==> config.mk <==
export PLATFORM = sky130hd
export DESIGN_NAME = util_stream_slave
export DESIGN_NICKNAME = d
export VERILOG_FILES = /design/src/rtl/util_stream_pkg.sv /design/src/rtl/util_lfsr.sv /design/src/rtl/util_stream_slave.sv
export SDC_FILE = /design/constraint.sdc
export NUM_CORES = 1
export LEC_CHECK = 0
export CAP_MARGIN = 20
export CORE_MARGIN = 2
export CORE_UTILIZATION = 54
export CTS_CLUSTER_DIAMETER = 100
export DETAILED_ROUTE_END_ITERATION = 10
export GPL_TIMING_DRIVEN = 1
export PLACE_DENSITY = 0.88
export SYNTH_ARGS = -nofsm -noshare
export SYNTH_HDL_FRONTEND = slang
export SYNTH_SLANG_ARGS = --single-unit
==> constraint.sdc <==
create_clock -name clk -period 4.87 [get_ports clk]
set_input_delay 0.974 -clock clk [delete_from_list [all_inputs] [get_ports clk]]
set_output_delay 0.974 -clock clk [all_outputs]
set_load 0.005 [all_outputs]
==> src/rtl/util_stream_pkg.sv <==
// ----------------------------------------------------------------------------
// util_stream_pkg
// Shared types and constants for the AXI4-Stream receive-side checker.
//   state_t     : checker run state (idle / running / finished)
//   PKT_NUM_INF : packet count meaning "receive forever"
//   CNT_SAT     : saturation value of the error counters
//   LFSR_SEED   : reload value of the backpressure LFSR
//   LFSR_TAPS   : Galois feedback mask for x^16 + x^14 + x^13 + x^11 + 1
//   sat_inc()   : saturating increment used by every error counter
// ----------------------------------------------------------------------------
package util_stream_pkg;

    typedef enum logic [1:0] {
        ST_IDLE = 2'd0,
        ST_RUN  = 2'd1,
        ST_DONE = 2'd2
    } state_t;

    localparam logic [31:0] PKT_NUM_INF = 32'hFFFF_FFFF;
    localparam logic [31:0] CNT_SAT     = 32'hFFFF_FFFF;
    localparam logic [15:0] LFSR_SEED   = 16'hACE1;
    localparam logic [15:0] LFSR_TAPS   = 16'hB400;

    // Error counters stick at their maximum rather than wrapping back to zero,
    // so a long run can never appear clean again.
    function automatic logic [31:0] sat_inc(input logic [31:0] value);
        return (value == CNT_SAT) ? value : value + 32'd1;
    endfunction

endpackage

==> src/rtl/util_lfsr.sv <==
// ----------------------------------------------------------------------------
// util_lfsr
// Galois LFSR, right-shifting, used to generate pseudo-random backpressure.
// Parameters:
//   WIDTH : register width
//   TAPS  : feedback mask XORed in when the bit shifted out is 1
//   SEED  : value loaded on reset and on 'load'
// Ports:
//   clk    in  1      clock, rising edge
//   rstn   in  1      synchronous reset, active low
//   load   in  1      reload SEED (takes priority over enable)
//   enable in  1      advance one step
//   value  out WIDTH  current register contents
// ----------------------------------------------------------------------------
module util_lfsr #(
    parameter int               WIDTH = 16,
    parameter logic [WIDTH-1:0] TAPS  = 16'hB400,
    parameter logic [WIDTH-1:0] SEED  = 16'hACE1
) (
    input  logic             clk,
    input  logic             rstn,
    input  logic             load,
    input  logic             enable,
    output logic [WIDTH-1:0] value
);

    // The register is reloaded with a non-zero seed so it can never lock up
    // in the all-zero state; otherwise it steps once per enabled cycle.
    always_ff @(posedge clk) begin
        if (!rstn || load) begin
            value <= SEED;
        end else if (enable) begin
            value <= {1'b0, value[WIDTH-1:1]} ^ (value[0] ? TAPS : '0);
        end
    end

endmodule

==> src/rtl/util_stream_slave.sv <==
// ----------------------------------------------------------------------------
// util_stream_slave
// Receive-side checker for AXI4-Stream packets produced by util_stream_master.
// Checks every beat against the start/inc/fix data pattern, checks packet
// length and tdest, counts packets and errors and reports done/pass.
//
// Build option: define UTIL_STREAM_SLAVE_BACKPRESSURE_EN to gate tready with a
// 16-bit LFSR for pseudo-random backpressure. Without it tready is simply
// high for the whole run and no LFSR is built.
//
// Ports:
//   clk, rstn                 clock / synchronous active-low reset
//   exp_dest[4:0]             expected tdest
//   pkt_num[31:0]             packets per run, FFFFFFFF = unbounded
//   trans_len[31:0]           expected beats per packet, 0 = no length check
//   start_from, inc [DW-1:0]  data pattern start value and step
//   fix                       1 = every beat expected to equal start_from
//   check_start               level; rising edge while idle starts a run
//   check_busy/done/pass      run status
//   s_axis_*                  AXI4-Stream slave (tid unused)
//   pkt_cnt                   packets completed (wraps)
//   data/len/dest_err_cnt     saturating error counters
// ----------------------------------------------------------------------------
module util_stream_slave #(
    parameter int TBYTE_NUM = 4
) (
    input  logic                   clk,
    input  logic                   rstn,
    input  logic [4:0]             exp_dest,
    input  logic [31:0]            pkt_num,
    input  logic [31:0]            trans_len,
    input  logic [TBYTE_NUM*8-1:0] start_from,
    input  logic [TBYTE_NUM*8-1:0] inc,
    input  logic                   fix,
    input  logic                   check_start,
    output logic                   check_busy,
    output logic                   check_done,
    output logic                   check_pass,
    input  logic                   s_axis_tvalid,
    output logic                   s_axis_tready,
    input  logic [TBYTE_NUM*8-1:0] s_axis_tdata,
    input  logic [TBYTE_NUM-1:0]   s_axis_tkeep,
    input  logic                   s_axis_tlast,
    input  logic                   s_axis_tid,
    input  logic [4:0]             s_axis_tdest,
    output logic [31:0]            pkt_cnt,
    output logic [31:0]            data_err_cnt,
    output logic [31:0]            len_err_cnt,
    output logic [31:0]            dest_err_cnt
);

    import util_stream_pkg::*;

    localparam int DW = TBYTE_NUM * 8;

    state_t          state, next_state;
    logic            start_d;
    logic            start_rise;
    logic            enter_run;
    logic            tready_q;
    logic            beat;
    logic            final_beat;

    logic [4:0]      exp_dest_q;
    logic [31:0]     pkt_num_q;
    logic [31:0]     trans_len_q;
    logic [DW-1:0]   start_q;
    logic [DW-1:0]   inc_q;
    logic            fix_q;
    logic [DW-1:0]   exp_data;
    logic [31:0]     beat_idx;
    logic            len_flagged;

    logic [31:0]     pkt_cnt_nxt;
    logic [31:0]     idx_plus1;
    logic            len_chk_en;
    logic            data_err;
    logic            dest_err;
    logic            len_err;

    logic            unused_tid;
    assign unused_tid = s_axis_tid;

    assign start_rise  = check_start && !start_d;
    assign enter_run   = (state == ST_IDLE) && start_rise;
    assign beat        = s_axis_tvalid && s_axis_tready;
    assign pkt_cnt_nxt = pkt_cnt + 32'd1;
    assign idx_plus1   = beat_idx + 32'd1;
    assign len_chk_en  = (trans_len_q != 32'd0);

    // The run ends on the tlast beat that brings pkt_cnt up to pkt_num; an
    // unbounded run only ends when check_start is dropped.
    assign final_beat = beat && s_axis_tlast && (pkt_num_q != PKT_NUM_INF)
                        && (pkt_cnt_nxt == pkt_num_q);

    assign data_err = (s_axis_tdata != exp_data) || (s_axis_tkeep != '1);
    assign dest_err = (beat_idx == 32'd0) && (s_axis_tdest != exp_dest_q);

    // A packet that reaches its expected length without tlast is flagged right
    // away; the flag then suppresses a second report when tlast arrives.
    assign len_err = !len_flagged && len_chk_en &&
                     (s_axis_tlast ? (idx_plus1 != trans_len_q)
                                   : (idx_plus1 == trans_len_q));

    // Registered copy of check_start so a run only starts on a fresh 0->1
    // edge, never on a level that was already high.
    always_ff @(posedge clk) begin
        if (!rstn) begin
            start_d <= 1'b0;
        end else begin
            start_d <= check_start;
        end
    end

    // State register. tready is decoded from the next state so it is already
    // low on the cycle the state leaves RUN and no beat slips in afterwards.
    always_ff @(posedge clk) begin
        if (!rstn) begin
            state    <= ST_IDLE;
            tready_q <= 1'b0;
        end else begin
            state    <= next_state;
            tready_q <= (next_state == ST_RUN);
        end
    end

    // Next-state logic. Dropping check_start always wins and returns to idle,
    // discarding any partially received packet.
    always_comb begin
        next_state = state;
        case (state)
            ST_IDLE: if (start_rise)       next_state = ST_RUN;
            ST_RUN: begin
                if (!check_start)          next_state = ST_IDLE;
                else if (final_beat)       next_state = ST_DONE;
            end
            ST_DONE: if (!check_start)     next_state = ST_IDLE;
            default:                       next_state = ST_IDLE;
        endcase
    end

    // Status outputs are a plain decode of the current state.
    always_comb begin
        check_busy = (state == ST_RUN);
        check_done = (state == ST_DONE);
        check_pass = (state == ST_DONE) && (data_err_cnt == 32'd0)
                     && (len_err_cnt == 32'd0) && (dest_err_cnt == 32'd0);
    end

`ifdef UTIL_STREAM_SLAVE_BACKPRESSURE_EN
    logic [15:0] lfsr_value;
    logic [14:0] unused_lfsr;

    util_lfsr #(
        .WIDTH  (16),
        .TAPS   (LFSR_TAPS),
        .SEED   (LFSR_SEED)
    ) u_lfsr (
        .clk    (clk),
        .rstn   (rstn),
        .load   (enter_run),
        .enable (state == ST_RUN),
        .value  (lfsr_value)
    );

    assign unused_lfsr   = lfsr_value[15:1];
    assign s_axis_tready = tready_q && lfsr_value[0];
`else
    assign s_axis_tready = tready_q;
`endif

    // Run configuration, expected data and all counters. Starting a run
    // latches the config and clears everything; afterwards each accepted beat
    // updates the pattern, the in-packet index and the counters one clock
    // after the handshake. Leaving RUN simply stops updates, so counts hold.
    always_ff @(posedge clk) begin
        if (!rstn) begin
            exp_dest_q   <= '0;
            pkt_num_q    <= '0;
            trans_len_q  <= '0;
            start_q      <= '0;
            inc_q        <= '0;
            fix_q        <= 1'b0;
            exp_data     <= '0;
            beat_idx     <= '0;
            len_flagged  <= 1'b0;
            pkt_cnt      <= '0;
            data_err_cnt <= '0;
            len_err_cnt  <= '0;
            dest_err_cnt <= '0;
        end else if (enter_run) begin
            exp_dest_q   <= exp_dest;
            pkt_num_q    <= pkt_num;
            trans_len_q  <= trans_len;
            start_q      <= start_from;
            inc_q        <= inc;
            fix_q        <= fix;
            exp_data     <= start_from;
            beat_idx     <= '0;
            len_flagged  <= 1'b0;
            pkt_cnt      <= '0;
            data_err_cnt <= '0;
            len_err_cnt  <= '0;
            dest_err_cnt <= '0;
        end else if (beat) begin
            exp_data <= fix_q ? start_q : exp_data + inc_q;
            if (data_err) data_err_cnt <= sat_inc(data_err_cnt);
            if (dest_err) dest_err_cnt <= sat_inc(dest_err_cnt);
            if (len_err)  len_err_cnt  <= sat_inc(len_err_cnt);
            if (s_axis_tlast) begin
                pkt_cnt     <= pkt_cnt_nxt;
                beat_idx    <= '0;
                len_flagged <= 1'b0;
            end else begin
                beat_idx <= idx_plus1;
                if (len_err) len_flagged <= 1'b1;
            end
        end
    end

endmodule

==> metrics.md <==
| Metric | Value |
|---|---|
| Status | finished clean |
| Sink Count | 331 |
| P_int | 4.69 mW |
| Mean Syn Cell Area | 7.78 um^2 |
| Synth cell types | 81 |
| FF+latch area | around 6600 um^2 |
| Leading cell type by number of instances after synthesis | nand2_1 |
| Area delta synth->final | 23.7% |
| WL/cell | 18.2 um |
| Worst vdd ir | 252 uV |
| Via count | between 15000 and 20000 |
| Max_cap viols | 0 |
| HP Class | reg -> reg |
| DP Wirelength | 41500 um |
| Setup repair after global routing missed its margin | false |
| Ant. Diodes | 0 |
| Sw frac | 0.259 |
| Synth async-reset ratio | 0 |
| Rows | 68 |
| CP endpoint kind | flip-flop |
| Max Slew Vio Count | 0 |
| CTS tree | done |
| EDFF count, synth | 0 |
| Tmin final | ~4.3 ns |
| All-layer global routing usage | 0.306 |
| Post-route ant nets | 0 |
| Largest family of logic cells by synthesized area | simple AND/OR/NAND/NOR gates |
| LEAKAGE | 8.24 nW |
| Flops & latches, synth | roughly 330 |
| Pin count of the biggest net entering global routing | 94 |
| XOR/XNOR share of the synthesized area | 0.110 |
| Vias in the first global route | 18150 |
| Resized Gates After CTS | 0 |
| Num CTS Buffers | 37 |
| Post-Synth Simple-Gate Area | 0.275 |
| Combinational power share | 0.120 |
| Post-synthesis adder-cell area fraction | 0.0275 |
| Yosys top cell by area | dfxtp_1 |
| Met1 Usage GRT | 0.379 |
| CTS Buffer Depth | 3 |
| CTS HTree Levels | 2 |
| Post-synth top flop | dfxtp_1 |
| Crit path kind | reg -> reg |
| Routed WL | 57100 um |
| CTS Root Cell | clkbuf_16 |
| Routability cong. | 0.935 |
| Post-synthesis sequential area ratio | 0.350 |
| Power per Cell Area | 270 nW/um^2 |
| DR pass1 iterations | 5 |
| Final setup violation count | 0 |
| Synth Cell Area | approximately 19000 um^2 |
| Rel. slew slack | 0.391 |
| Die Wd | about 190 um |
| Post-CTS Hold Fix Bufs | 0 |
| I/O Buffers | 311 |
| CTS clk-pin slew, worst paths | ~0.060 ns |
| Fin. Hold Viols | 0 |
| Footprint of the multi-input gates | 11600 um^2 |
| F_max | about 0.23 GHz |
| Max Fanout on Critical Path | 12 |
| Post-route insts no fill | 3144 |
| Compound-Gate Fraction of Synth Area | 0.185 |
| Fillers | ~2700 |
| Initial Util | 0.547 |
| NetSw | 1.64 mW |
| Worst slew pin tran | 0.902 ns |
| Fin nets | 2885 |
| Final Util | 0.677 |
| Syn Inst Count | 2431 |
| Synth cell count leaders | nand2_1, dfxtp_1, nor2_1 |
| Layout cells sized above 1 | 0.0417 |
| Die area | 36500 um^2 |
| Io pins | 313 |
| Busiest grt layer | met2 |
| Clock Power Share | 0.423 |
| Net count after synthesis | approximately 2700 |
| Fin crit share | 0.876 |
| CP arrival | around 4.7 ns |
| Post-synthesis mux area share | 0.0134 |
| Area fraction of the dominant cell type after synthesis | 0.350 |
| Initial antenna violation count | 0 |
| Ys Warns | 0 |
| Worst Path Required | 5.31 ns |
| Remaining global-route overflow | 0 |
| DR vias/cell | 6.02 |
| Synth area leaders | dfxtp_1, nand2_1, a21boi_0 |
| 1st-iter DRT viols | 1442 |
| Core Region | 34500 um^2 |
| Die height | between 150 and 200 um |
| GRT met2 Usage | 0.528 |
| Setup Buffers After CTS | 0 |
| CP Launch Type | flip-flop |
| Clk_skew | 0.0127 ns |
| Met3 Use GR | 0.0514 |
| Worst-skew pair later-pin latency | roughly 0.55 ns |
| Global-route wire length before repair | a little over 90000 um |
| Drc violations | 0 |
| Placed insts | ~3100 |
| Sequential share of power | 0.456 |
| Setup tns final | 0 ns |
per-layer routing:
layer	routed length (um)	share of wire	up-vias
li1	-	-	9008
met1	23100	0.40	8921
met2	27500	0.48	853
met3	4680	0.082	133
met4	1920	0.034	0
met5	0	0	-
stage by stage:
stage	area, um^2	setup slack [ns]	total power, mW	hold WS [ns]
finish	23400	0.606	6.33	0.467
CTS	23400	0.664	6.34	0.467
global placement	22200	0.754	3.67	0.447
global route	23400	0.239	6.56	0.486
detailed placement	22200	0.671	3.69	0.459
floorplan	18900	1.19	3.37	0.438
power by group through the flow:
stage / Sequential (mW) / Combinational [mW] / Clock (mW)
2_1_floorplan: 2.91 / 0.464 / 0
3_3_place_gp: 2.95 / 0.719 / 0
3_5_place_dp: 2.95 / 0.742 / 0
4_1_cts: 2.89 / 0.748 / 2.70
5_1_grt: 2.90 / 0.838 / 2.83
6_report: 2.89 / 0.762 / 2.68
cell families (layout without fill, tap and decap cells):
logic type	Yosys count	in the layout
adders and majority gates	41	41
muxes	25	25
AOI/OAI and AO/OA	548	548
xor gates and xnor gates	235	235
DFF	331	331
buffers and inverters	190	448
and+or+nand+nor	1061	1061
critical path, stage by stage (launching register included):
cell      delay (ns)
dfxtp_1         0.53
ha_1            0.33
nand3_1         0.38
or3_1           0.60
nor4_2          0.51
nand2_1         0.09
o21ai_0         0.17
nand4_2         0.19
nor3_2          0.42
mux2i_1         0.54
a21boi_0        0.19
o21a_1          0.21
layout by cell type (no fill, tap or decap), types with 4 or more instances in the layout:
cell type / synthesis / layout
nand2_1: 430 / 429
dfxtp_1: 331 / 330
clkdlybuf4s50_1: 0 / 310
nor2_1: 179 / 179
a21boi_0: 156 / 156
a21oi_1: 139 / 139
o21ai_0: 126 / 126
xnor2_1: 120 / 120
xor2_1: 114 / 114
nand3_1: 77 / 77
nand4_1: 67 / 67
nor4_1: 65 / 65
or3_1: 57 / 57
nor3_1: 47 / 47
inv_1: 46 / 46
ha_1: 40 / 40
clkbuf_16: 0 / 37
o211ai_1: 31 / 31
and3_1: 28 / 28
buf_4: 4 / 24
mux2i_1: 22 / 22
and4_1: 21 / 21
and2_1: 19 / 18
a31oi_1: 14 / 14
a21o_1: 13 / 13
clkbuf_1: 121 / 12
o21a_1: 11 / 11
nand2b_1: 10 / 10
or4_1: 9 / 9
nor2b_1: 9 / 9
a211oi_1: 8 / 8
o31ai_1: 8 / 8
clkbuf_8: 0 / 8
nand3b_1: 7 / 7
nor4b_1: 6 / 5
a22oi_1: 5 / 5
or2_2: 4 / 4
clkinv_2: 0 / 4
final cells by class:
cell class	instances	share of cell area
multi-input cells	1910	0.494
flip-flops and latches	331	0.283
repair buffers	336	0.142
clock buffers	57	0.0462
well taps	455	0.0243
inverters	47	0.00754
clock inverters	8	0.00278
worst paths after layout:
path	start	endpoint	slack (ns)	cells after the start
max	beat_idx[0]	len_err_cnt[22]	0.61	11
min	start_q[3]	start_q[3]	0.47	2
max reg2reg	beat_idx[0]	len_err_cnt[22]	0.61	11
min reg2reg	start_q[3]	start_q[3]	0.47	2
state kept, by name (all words and copies together) (netlist names), 5 cells and up:
signal        cells
pkt_cnt          32
exp_dest_q        5
inc_q            32
start_q          32
exp_data         32
trans_len_q      32
data_err_cnt     32
len_err_cnt      32
pkt_num_q        32
beat_idx         32
dest_err_cnt     32
Power figures use the tool's default switching activity.
